$ cat src/rtl/synth_pkg.sv
// synth_pkg: shared types, note table and helpers for poly_tone_synth.
package synth_pkg;

    localparam int SYS_FREQ  = 100_000_000;
    localparam int NOTE_HP_W = 24;
    localparam int NOTES     = 36;

    typedef struct packed {
        logic [3:0]           voice;
        logic [NOTE_HP_W-1:0] half_period;
    } voice_cfg_t;

    typedef logic [NOTES-1:0][NOTE_HP_W-1:0] note_table_t;

    function automatic int idx_w(input int n);
        return n > 1 ? $clog2(n) : 1;
    endfunction

    // Frequency is given in centihertz so semitone tuning stays exact in integers.
    function automatic logic [NOTE_HP_W-1:0] hp_of_freq(input int unsigned freq_chz);
        return NOTE_HP_W'((longint'(SYS_FREQ) * 50) / longint'(freq_chz));
    endfunction

    function automatic int unsigned octave3_chz(input int semi);
        case (semi)
            0:       return 13081;
            1:       return 13859;
            2:       return 14683;
            3:       return 15556;
            4:       return 16481;
            5:       return 17461;
            6:       return 18500;
            7:       return 19600;
            8:       return 20765;
            9:       return 22000;
            10:      return 23308;
            default: return 24694;
        endcase
    endfunction

    function automatic note_table_t build_note_table();
        note_table_t t;
        for (int n = 0; n < NOTES; n++) t[n] = hp_of_freq(octave3_chz(n % 12) << (n / 12));
        return t;
    endfunction

    // Index 0 = C3 ... index 35 = B5.
    localparam note_table_t NOTE_HALF_PERIOD = build_note_table();

endpackage

$ cat src/rtl/synth_voice.sv
// synth_voice: one square-wave voice with half-period counter and apply port.
module synth_voice #(
    parameter int HP_W = 24
) (
    input  logic            clk,
    input  logic            rst,
    input  logic            apply_i,
    input  logic [HP_W-1:0] apply_hp_i,
    output logic            sq_o,
    output logic            active_o,
    output logic            wrap_o
);

    logic [HP_W-1:0] hp_q, hp_d, cnt_q, cnt_d;
    logic            sq_q, sq_d;

    assign active_o = |hp_q;
    assign wrap_o   = active_o && cnt_q == hp_q - HP_W'(1);
    assign sq_o     = sq_q;

    // A nonzero apply on a sounding voice only arrives at its wrap, so it toggles.
    always_comb begin
        hp_d  = hp_q;
        cnt_d = cnt_q;
        sq_d  = sq_q;
        if (apply_i) begin
            hp_d  = apply_hp_i;
            cnt_d = '0;
            sq_d  = |apply_hp_i && (!active_o || !sq_q);
        end else if (wrap_o) begin
            cnt_d = '0;
            sq_d  = !sq_q;
        end else if (active_o) begin
            cnt_d = cnt_q + HP_W'(1);
        end
    end

    always_ff @(posedge clk or posedge rst) begin
        if (rst) begin
            hp_q  <= '0;
            cnt_q <= '0;
            sq_q  <= 1'b0;
        end else begin
            hp_q  <= hp_d;
            cnt_q <= cnt_d;
            sq_q  <= sq_d;
        end
    end

endmodule

$ cat src/rtl/poly_tone_synth.sv
// poly_tone_synth: VOICES square-wave voices mixed into one PWM stream.
// Optional POLY_SYNTH_AUTO_SD_EN gates the amplifier off after a silent interval.
module poly_tone_synth
    import synth_pkg::*;
#(
    parameter int VOICES         = 4,
    parameter int HP_W           = 24,
    parameter int PWM_BITS       = 8,
    parameter int SD_IDLE_CYCLES = 1_000_000
) (
    input  logic                      clk,
    input  logic                      sys_rst,
    input  logic                      cfg_valid,
    output logic                      cfg_ready,
    input  logic [idx_w(VOICES)-1:0]  cfg_voice,
    input  logic [HP_W-1:0]           cfg_half_period,
    output logic [VOICES-1:0]         voice_active,
    output logic                      audio_pwm,
    output logic                      audio_sd
);

    localparam int VW = idx_w(VOICES);
    localparam int LW = $clog2(VOICES + 1);
    localparam int CW = PWM_BITS + LW;

    logic [VOICES-1:0]   sq, active, wrap, apply;
    logic                rdy_q, pend_q, pend_d, clear;
    logic [VW-1:0]       pend_voice_q, pend_voice_d;
    logic [HP_W-1:0]     pend_hp_q, pend_hp_d;
    logic [LW-1:0]       level, level_q, level_d;
    logic [PWM_BITS-1:0] pwm_cnt_q, pwm_cnt_d;
    logic                pwm_q, pwm_d;

    assign cfg_ready    = rdy_q && !pend_q;
    assign voice_active = active;
    assign audio_pwm    = pwm_q;

    for (genvar i = 0; i < VOICES; i++) begin : g_voice
        assign apply[i] = pend_q && pend_voice_q == VW'(i)
                        && (!active[i] || pend_hp_q == '0 || wrap[i]);
        synth_voice #(.HP_W(HP_W)) u_voice (
            .clk        (clk),
            .rst        (sys_rst),
            .apply_i    (apply[i]),
            .apply_hp_i (pend_hp_q),
            .sq_o       (sq[i]),
            .active_o   (active[i]),
            .wrap_o     (wrap[i])
        );
    end

    // Out-of-range targets match no voice and are simply dropped.
    assign clear = pend_q && (int'(pend_voice_q) >= VOICES || |apply);

    always_comb begin
        pend_d       = pend_q && !clear;
        pend_voice_d = pend_voice_q;
        pend_hp_d    = pend_hp_q;
        if (cfg_valid && cfg_ready) begin
            pend_d       = 1'b1;
            pend_voice_d = cfg_voice;
            pend_hp_d    = cfg_half_period;
        end
    end

    always_comb begin
        level = '0;
        for (int i = 0; i < VOICES; i++) level = level + LW'(sq[i]);
        pwm_cnt_d = pwm_cnt_q + PWM_BITS'(1);
        level_d   = &pwm_cnt_q ? level : level_q;
        pwm_d     = {level_q, {PWM_BITS{1'b0}}} > CW'(pwm_cnt_q) * CW'(VOICES);
    end

    always_ff @(posedge clk or posedge sys_rst) begin
        if (sys_rst) begin
            rdy_q        <= 1'b0;
            pend_q       <= 1'b0;
            pend_voice_q <= '0;
            pend_hp_q    <= '0;
            pwm_cnt_q    <= '0;
            level_q      <= '0;
            pwm_q        <= 1'b0;
        end else begin
            rdy_q        <= 1'b1;
            pend_q       <= pend_d;
            pend_voice_q <= pend_voice_d;
            pend_hp_q    <= pend_hp_d;
            pwm_cnt_q    <= pwm_cnt_d;
            level_q      <= level_d;
            pwm_q        <= pwm_d;
        end
    end

`ifdef POLY_SYNTH_AUTO_SD_EN
    localparam int IW = $clog2(SD_IDLE_CYCLES + 1);

    logic [IW-1:0] idle_q, idle_d;
    logic          sd_q, sd_d;

    // The idle count saturates so the amplifier stays off until a voice sounds.
    always_comb begin
        idle_d = |active ? '0 : (idle_q == IW'(SD_IDLE_CYCLES) ? idle_q : idle_q + IW'(1));
        sd_d   = |active || (sd_q && idle_d != IW'(SD_IDLE_CYCLES));
    end

    always_ff @(posedge clk or posedge sys_rst) begin
        if (sys_rst) begin
            idle_q <= '0;
            sd_q   <= 1'b0;
        end else begin
            idle_q <= idle_d;
            sd_q   <= sd_d;
        end
    end

    assign audio_sd = sd_q;
`else
    assign audio_sd = 1'b1;
`endif

endmodule

$ cat config.mk
export PLATFORM = sky130hd
export DESIGN_NAME = poly_tone_synth
export DESIGN_NICKNAME = d
export VERILOG_FILES = /design/src/rtl/synth_pkg.sv /design/src/rtl/synth_voice.sv /design/src/rtl/poly_tone_synth.sv
export SDC_FILE = /design/constraint.sdc
export NUM_CORES = 1
export LEC_CHECK = 0
export ABC_AREA = 1
export BUFFER_PORTS_ARGS = -buffer_cell sky130_fd_sc_hd__buf_4
export CAP_MARGIN = 0
export CORE_MARGIN = 8
export CORE_UTILIZATION = 40
export DETAILED_ROUTE_END_ITERATION = 8
export MAX_ROUTING_LAYER = met4
export PLACE_DENSITY = 0.63
export SLEW_MARGIN = 20
export SYNTH_ARGS = -nofsm -noshare
export SYNTH_HDL_FRONTEND = slang
export SYNTH_SLANG_ARGS = --single-unit
export TNS_END_PERCENT = 20
$ cat constraint.sdc
create_clock -name clk -period 9.27 [get_ports clk]
set_input_delay 1.3905 -clock clk [delete_from_list [all_inputs] [get_ports clk]]
set_output_delay 1.3905 -clock clk [all_outputs]
set_load 0.01 [all_outputs]
==> results.md, run 1 <==
- Status: completed
- WP data required: between 7000 and 8000 ps
- R2r worst-path depth: 17
- Worst slew pin tran: 1060 ps
- Max-slew headroom: 0.290
- Fin area: 0.0180 mm^2
- TritonCTS sink count: roughly 240
- Synth Cell Area: ~0.016 mm^2
- Cells resized by post-CTS repair: 0
- Dominant cells by area after synthesis: dfrtp_1 (36%), nand2_1 (15%), inv_1 (7.1%)
- Clk network pwr share: 0.220
- Die span in y: roughly 220 um
- Post-CTS Setup Bufs: 0
- Clk_lat worst skew: roughly 570 ps
- Dominant synthesized flop cell: dfrtp_1
- Worst Hold Slack: 483 ps
- Layout cells sized above 1: 0.0634
- Clk buf depth: 3
- # DRC: 0
- CTS tree: yes
- Final core occ: 0.443
- Die area: between 0.04 and 0.05 mm^2
- Routability cong.: between 0.9 and 1
- Class of the worst hold path: reg -> reg
- Fmax: 0.246 GHz
- Initial antenna violation count: 0
- Drt via density: about 5.1
- Number of global-route vias before repair: 14300
- Synth Register Bits: ~240
- Crit Path Max Fanout: 11
- CP Capture Type: primary output
- Min-delay src: g_voice[3].u_voice.hp_q[1]
- Worst-path clk slew: around 60 ps
- GRT Overall Usage: 0.196
- DRT Pass-1 Iters: 6
- Clock root buffer: clkbuf_16
- Post-layout minimum cycle time: around 4000 ps
- Via count: 15000
- Psw: around 2600 uW
- Sum Neg Setup Slack: 0 ps
- Sequential share of power: 0.287
- Hold Path Stages: 2
- Worst Hold End: g_voice[3].u_voice.hp_q[1]
- Commonest non-fill, non-tap cells in the layout: nand2_1 (639), inv_1 (308), nor2_1 (299), dfrtp_1 (236), nand3_1 (173)
- HPWL after detailed placement: approximately 34000 um
- Critical Setup Path Class: reg -> out
- Count of final hold-check violations: 0
- FF-to-FF setup slack: 5410 ps
- Worst flop-to-flop path endpoint: g_voice[1].u_voice.cnt_q[17]
- ANT cells: 0
- Routed WL: between 40000 and 50000 um
- Arr. time, crit path: around 2700 ps
- Clock Skews: 12.7 ps
- Sw Share: 0.468
- Cell variety after synth: 44
- H-tree depth: 1
- Largest net degree at the start of global routing: roughly 110
- Syn avg cell area: about 7 um^2
- I/O pins: 36
- # port buffers: 34
- Drt wl/cell: approximately 15 um
- Final worst path period share: 0.439
- Comb power frac: 0.493
- Lkg Pwr: between 0.009 and 0.01 uW
- Width of the chip: ~220 um
- Area share of the largest cell type after synthesis: 0.361
- Seq/Total Area, Yosys: 0.361
- # rows: 74
- Commonest non-fill, non-tap cell in the layout: nand2_1
- Total of max-cap violations: 0
- Yosys top cell by area: dfrtp_1
- Fin. max-slew vios: 0
- VDD IR max: ~0.00013 V
- Post-DP Area: ~0.017 mm^2
- Setup-failing EPs final: 0
- PwrDens: just over 300 mW/mm^2
- First DRT Iteration DRCs: 1267
- Remaining global-route overflow: 0
- Syn Inst Count: 2390
- Area grow syn2layout: 9.98%
- First-pass GRT wire length: between 70000 and 80000 um
- Post-synth EDFFs: 0
- Area of the core: slightly above 0.04 mm^2
- Final net count: 2436
- Worst Setup Start Kind: flop
- P_int: ~3000 uW
- FFs w/ async S/R, synth: 1.00
- Worst r2r src: g_voice[1].u_voice.hp_q[0]
- CTS Hold Bufs: 0
- Antenna Nets Post-Route: 0
- Initial Util: 0.403
- Number of CTS-inserted buffers: 27
- Yosys warnings: 0
- RSZ-0062 raised after global routing: false
- Overall power: roughly 5600 uW
==> routing by layer <==
layer / GRT usage / vias to the layer above / routed length, um
met3: 0.0217 / 76 / 2120
met2: 0.305 / 273 / 20300
met5: - / - / 0
li1: - / 7625 / -
met1: 0.265 / 7002 / 21600
met4: 0.0638 / 0 / 1340
==> cells in the mapped netlist, types with 10 or more instances <==
cell type / number
nand3b_1: 29
xor2_1: 120
nand2_1: 640
nor3_1: 51
o21ai_0: 68
nand3_1: 173
clkbuf_1: 25
buf_2: 23
inv_1: 309
dfrtp_1: 236
o21ai_1: 87
buf_6: 12
nand4_1: 101
nor4_1: 19
nor2_1: 299
nor2_2: 19
xnor2_1: 47
a21oi_1: 38
ha_1: 14
or2_2: 10
==> power groups by stage <==
stage	Sequential (uW)	Clock [uW]	Combinational (uW)
CTS	1600	1260	2760
detailed placement	1610	0	2750
global placement	1610	0	2720
finish	1600	1230	2760
global route	1640	1310	3180
floorplan	1500	0	2150
==> stage by stage <==
stage	setup WS, ps	instances
after floorplan	1400	2391
after global placement	5520	2894
after detailed placement	5430	2894
after CTS	5170	2944
after global routing	4950	2945
final	5200	2945
==> how the worst max path moves through the flow <==
stage                                from                           end  slack (ps)  depth (start not counted)
2_1_floorplan                     sys_rst                     audio_pwm        1400                          1
3_3_place_gp   g_voice[1].u_voice.hp_q[0]  g_voice[1].u_voice.cnt_q[17]        5520                         17
3_5_place_dp   g_voice[1].u_voice.hp_q[0]  g_voice[1].u_voice.cnt_q[22]        5430                         17
4_1_cts        g_voice[2].u_voice.hp_q[0]               voice_active[2]        5170                          8
5_1_grt        g_voice[1].u_voice.hp_q[0]  g_voice[1].u_voice.cnt_q[22]        4950                         17
6_report       g_voice[2].u_voice.hp_q[0]               voice_active[2]        5200                          8
==> kinds of logic (layout without fill, tap and decap cells) <==
family,count (synthesis),count (layout),share of synthesized area
buffers and inverters,386,408,0.0973
multiplexers,4,4,0.00275
AO/OA/AOI/OAI,210,210,0.0672
other,1,2,0.000229
adder cells (fa/ha/maj),15,15,0.0119
flip-flops,236,236,0.361
XOR/XNOR,167,167,0.0894
AND/OR/NAND/NOR,1371,1371,0.370
==> worst max-delay path, stage by stage (launching register included) <==
cell and delay, ps:
dfrtp_1 410, inv_1 120, ha_1 220, nand2_1 180, nor2_4 290, nand3_1 140
nor2_1 260, inv_1 270, buf_4 220
==> area by class of cell <==
cell class                 instances  area [um^2]
clock buffer                      32          714
clock inverter                    18          304
fill                            4110        22600
inverter                         314         1190
multi-input combinational       1769         8880
sequential                       236         5910
tap                              532          666
timing repair buffer              44          350
==> flip-flops by register name (all words and copies together), names as in the netlist <==
signal and count:
audio_pwm 1, g_voice.u_voice.cnt_q 96, g_voice.u_voice.hp_q 96, g_voice.u_voice.sq_o 4, level_q 3, pend_hp_q 24, pend_q 1, pend_voice_q 2
pwm_cnt_q 8, rdy_q 1
(Power assumes the default switching activity.)
==> inputs of run 2 (changes only) <==
==> constraint.sdc (replaced) <==
create_clock -name clk -period 4.1 [get_ports clk]
set_input_delay 0.615 -clock clk [delete_from_list [all_inputs] [get_ports clk]]
set_output_delay 0.615 -clock clk [all_outputs]
set_load 0.01 [all_outputs]
==> run 2 against run 1 <==
  * Global-route usage is 0.61 points higher
  * Cell count is 0.65% higher
  * Largest power group unchanged
  * Non-clock buffer count is 17 higher
  * Sequential power is 130% higher
  * Total power is 120% higher
  * Combinational power is 130% higher
  * Worst hold slack worse by 220 ps
  * Cell area is 0.12% higher
==> results.md, run 2 (synthesis gave the netlist of run 1 again) <==
- Status: completed
- Fmax: around 0.3 GHz
- Worst-path clk slew: 60 ps
- R2r worst-path depth: 15
- Class of the worst hold path: in -> async
- CTS tree: yes
- Worst slew pin tran: roughly 940 ps
- Lkg Pwr: 0.00909 uW
- RSZ-0062 raised after global routing: false
- Drt via density: 5.15
- CP Capture Type: primary output
- # rows: 74
- CTS Hold Bufs: 0
- Clock Skews: approximately 26 ps
- VDD IR max: approximately 0.00027 V
- Commonest non-fill, non-tap cells in the layout: nand2_1 (639), inv_1 (308), nor2_1 (299), dfrtp_1 (236), nand3_1 (173)
- Fin. max-slew vios: 0
- Number of global-route vias before repair: 14500
- Clk buf depth: 3
- Antenna Nets Post-Route: 0
- Post-CTS Setup Bufs: 0
- GRT Overall Usage: 0.202
- Remaining global-route overflow: 0
- Total of max-cap violations: 0
- Routed WL: approximately 47000 um
- Crit Path Max Fanout: 11
- Initial antenna violation count: 0
- Routability cong.: 0.933
- PwrDens: 692 mW/mm^2
- Largest net degree at the start of global routing: 84
- # port buffers: 34
- Largest regs: g_voice.u_voice.cnt_q: 96 flops, g_voice.u_voice.hp_q: 96 flops, pend_hp_q: 24 flops
- Clock root buffer: clkbuf_16
- H-tree depth: 1
- Worst Setup Start Kind: flop
- Cells resized by post-CTS repair: 0
- Arr. time, crit path: 2800 ps
- Clk_lat worst skew: ~570 ps
- Width of the chip: roughly 220 um
- First-pass GRT wire length: about 77000 um
- Final worst path period share: 0.832
- Count of final hold-check violations: 0
- Sum Neg Setup Slack: 0 ps
- WP data required: 3480 ps
- Initial Util: 0.403
- TritonCTS sink count: between 200 and 250
- First DRT Iteration DRCs: 1131
- ANT cells: 0
- Area of the core: ~0.041 mm^2
- Number of CTS-inserted buffers: 28
- Area grow syn2layout: 10.1%
- Die span in y: around 220 um
- Post-layout minimum cycle time: 3410 ps
- DRT Pass-1 Iters: 7
- Drt wl/cell: between 15 and 20 um
- Critical Setup Path Class: reg -> out
- Layout cells sized above 1: 0.0703
- Final net count: roughly 2500
- Filler cells: between 4000 and 5000
- Worst Hold Slack: 265 ps
- Commonest non-fill, non-tap cell in the layout: nand2_1
- Via count: approximately 15000
- # DRC: 0
- Die area: roughly 0.048 mm^2
- HPWL after detailed placement: approximately 35000 um
- Setup-failing EPs final: 0
- Max-slew headroom: 0.369
- I/O pins: 36
-- run 2: cell types whose count changed in the layout (fill, tap and decap cells not counted), moves of 3 or more --
cell / previous run / this run
buf_4: 43 / 58
bufinv_16: 8 / 0
clkbuf_8: 2 / 6
buf_12: 0 / 3
clkinv_2: 6 / 9
clkinvlp_4: 1 / 4
-- run 2: report_power, final --
group          switching (uW)  internal (uW)
clock                    1020           1400
sequential                725           2900
combinational            4280           2140
total                    6030           6440
-- run 2: layer usage --
metal  part of all wire  track usage  vias up
li1                   -            -     7665
met1               0.47        0.272     7157
met2               0.46        0.318      364
met3              0.049       0.0216       82
met4              0.027       0.0611        0
met5                  0            -        -
-- run 2: worst max-delay path: stages, from the launching register on --
cell	delay, ps
dfrtp_1	440
nor2_1	340
nand2_1	130
nor2_1	350
nand3_1	160
nor2_1	300
inv_1	280
buf_4	220
-- run 2: final cells by class --
type                       count  area (um^2)  area share
timing repair buffer          61          495      0.0275
tap                          532          666      0.0369
sequential                   236         5910       0.328
multi-input combinational   1769         8880       0.492
inverter                     314         1180      0.0656
clock buffer                  39          823      0.0457
clock inverter                13         76.3     0.00423
-- run 2: through the flow --
stage | power [uW] | cell area (um^2) | utilization | instances | setup slack [ps]
after detailed placement | 10000 | 17100 | 0.421 | 2912 | 781
after CTS | 12500 | 18000 | 0.443 | 2964 | 685
final | 12500 | 18000 | 0.443 | 2964 | 688
after global placement | 9950 | 17100 | 0.421 | 2912 | 757
after floorplan | 8240 | 16400 | - | 2391 | 393
after global routing | 13600 | 18000 | 0.443 | 2964 | 324
-- run 2: final timing paths --
| check | startpoint | to | slack, ps |
|---|---|---|---|
| worst min register to register | pwm_cnt_q[0] | pwm_cnt_q[0] | 470 |
| max in group asynchronous | sys_rst | g_voice[1].u_voice.cnt_q[3] | 2900 |
| worst max register to register | g_voice[3].u_voice.hp_q[0] | g_voice[3].u_voice.cnt_q[13] | 760 |
| worst max-delay path | g_voice[2].u_voice.hp_q[8] | voice_active[2] | 690 |
| worst min-delay path | sys_rst | g_voice[3].u_voice.cnt_q[0] | 260 |
| min in group clk | cfg_voice[1] | pend_voice_q[1] | 300 |
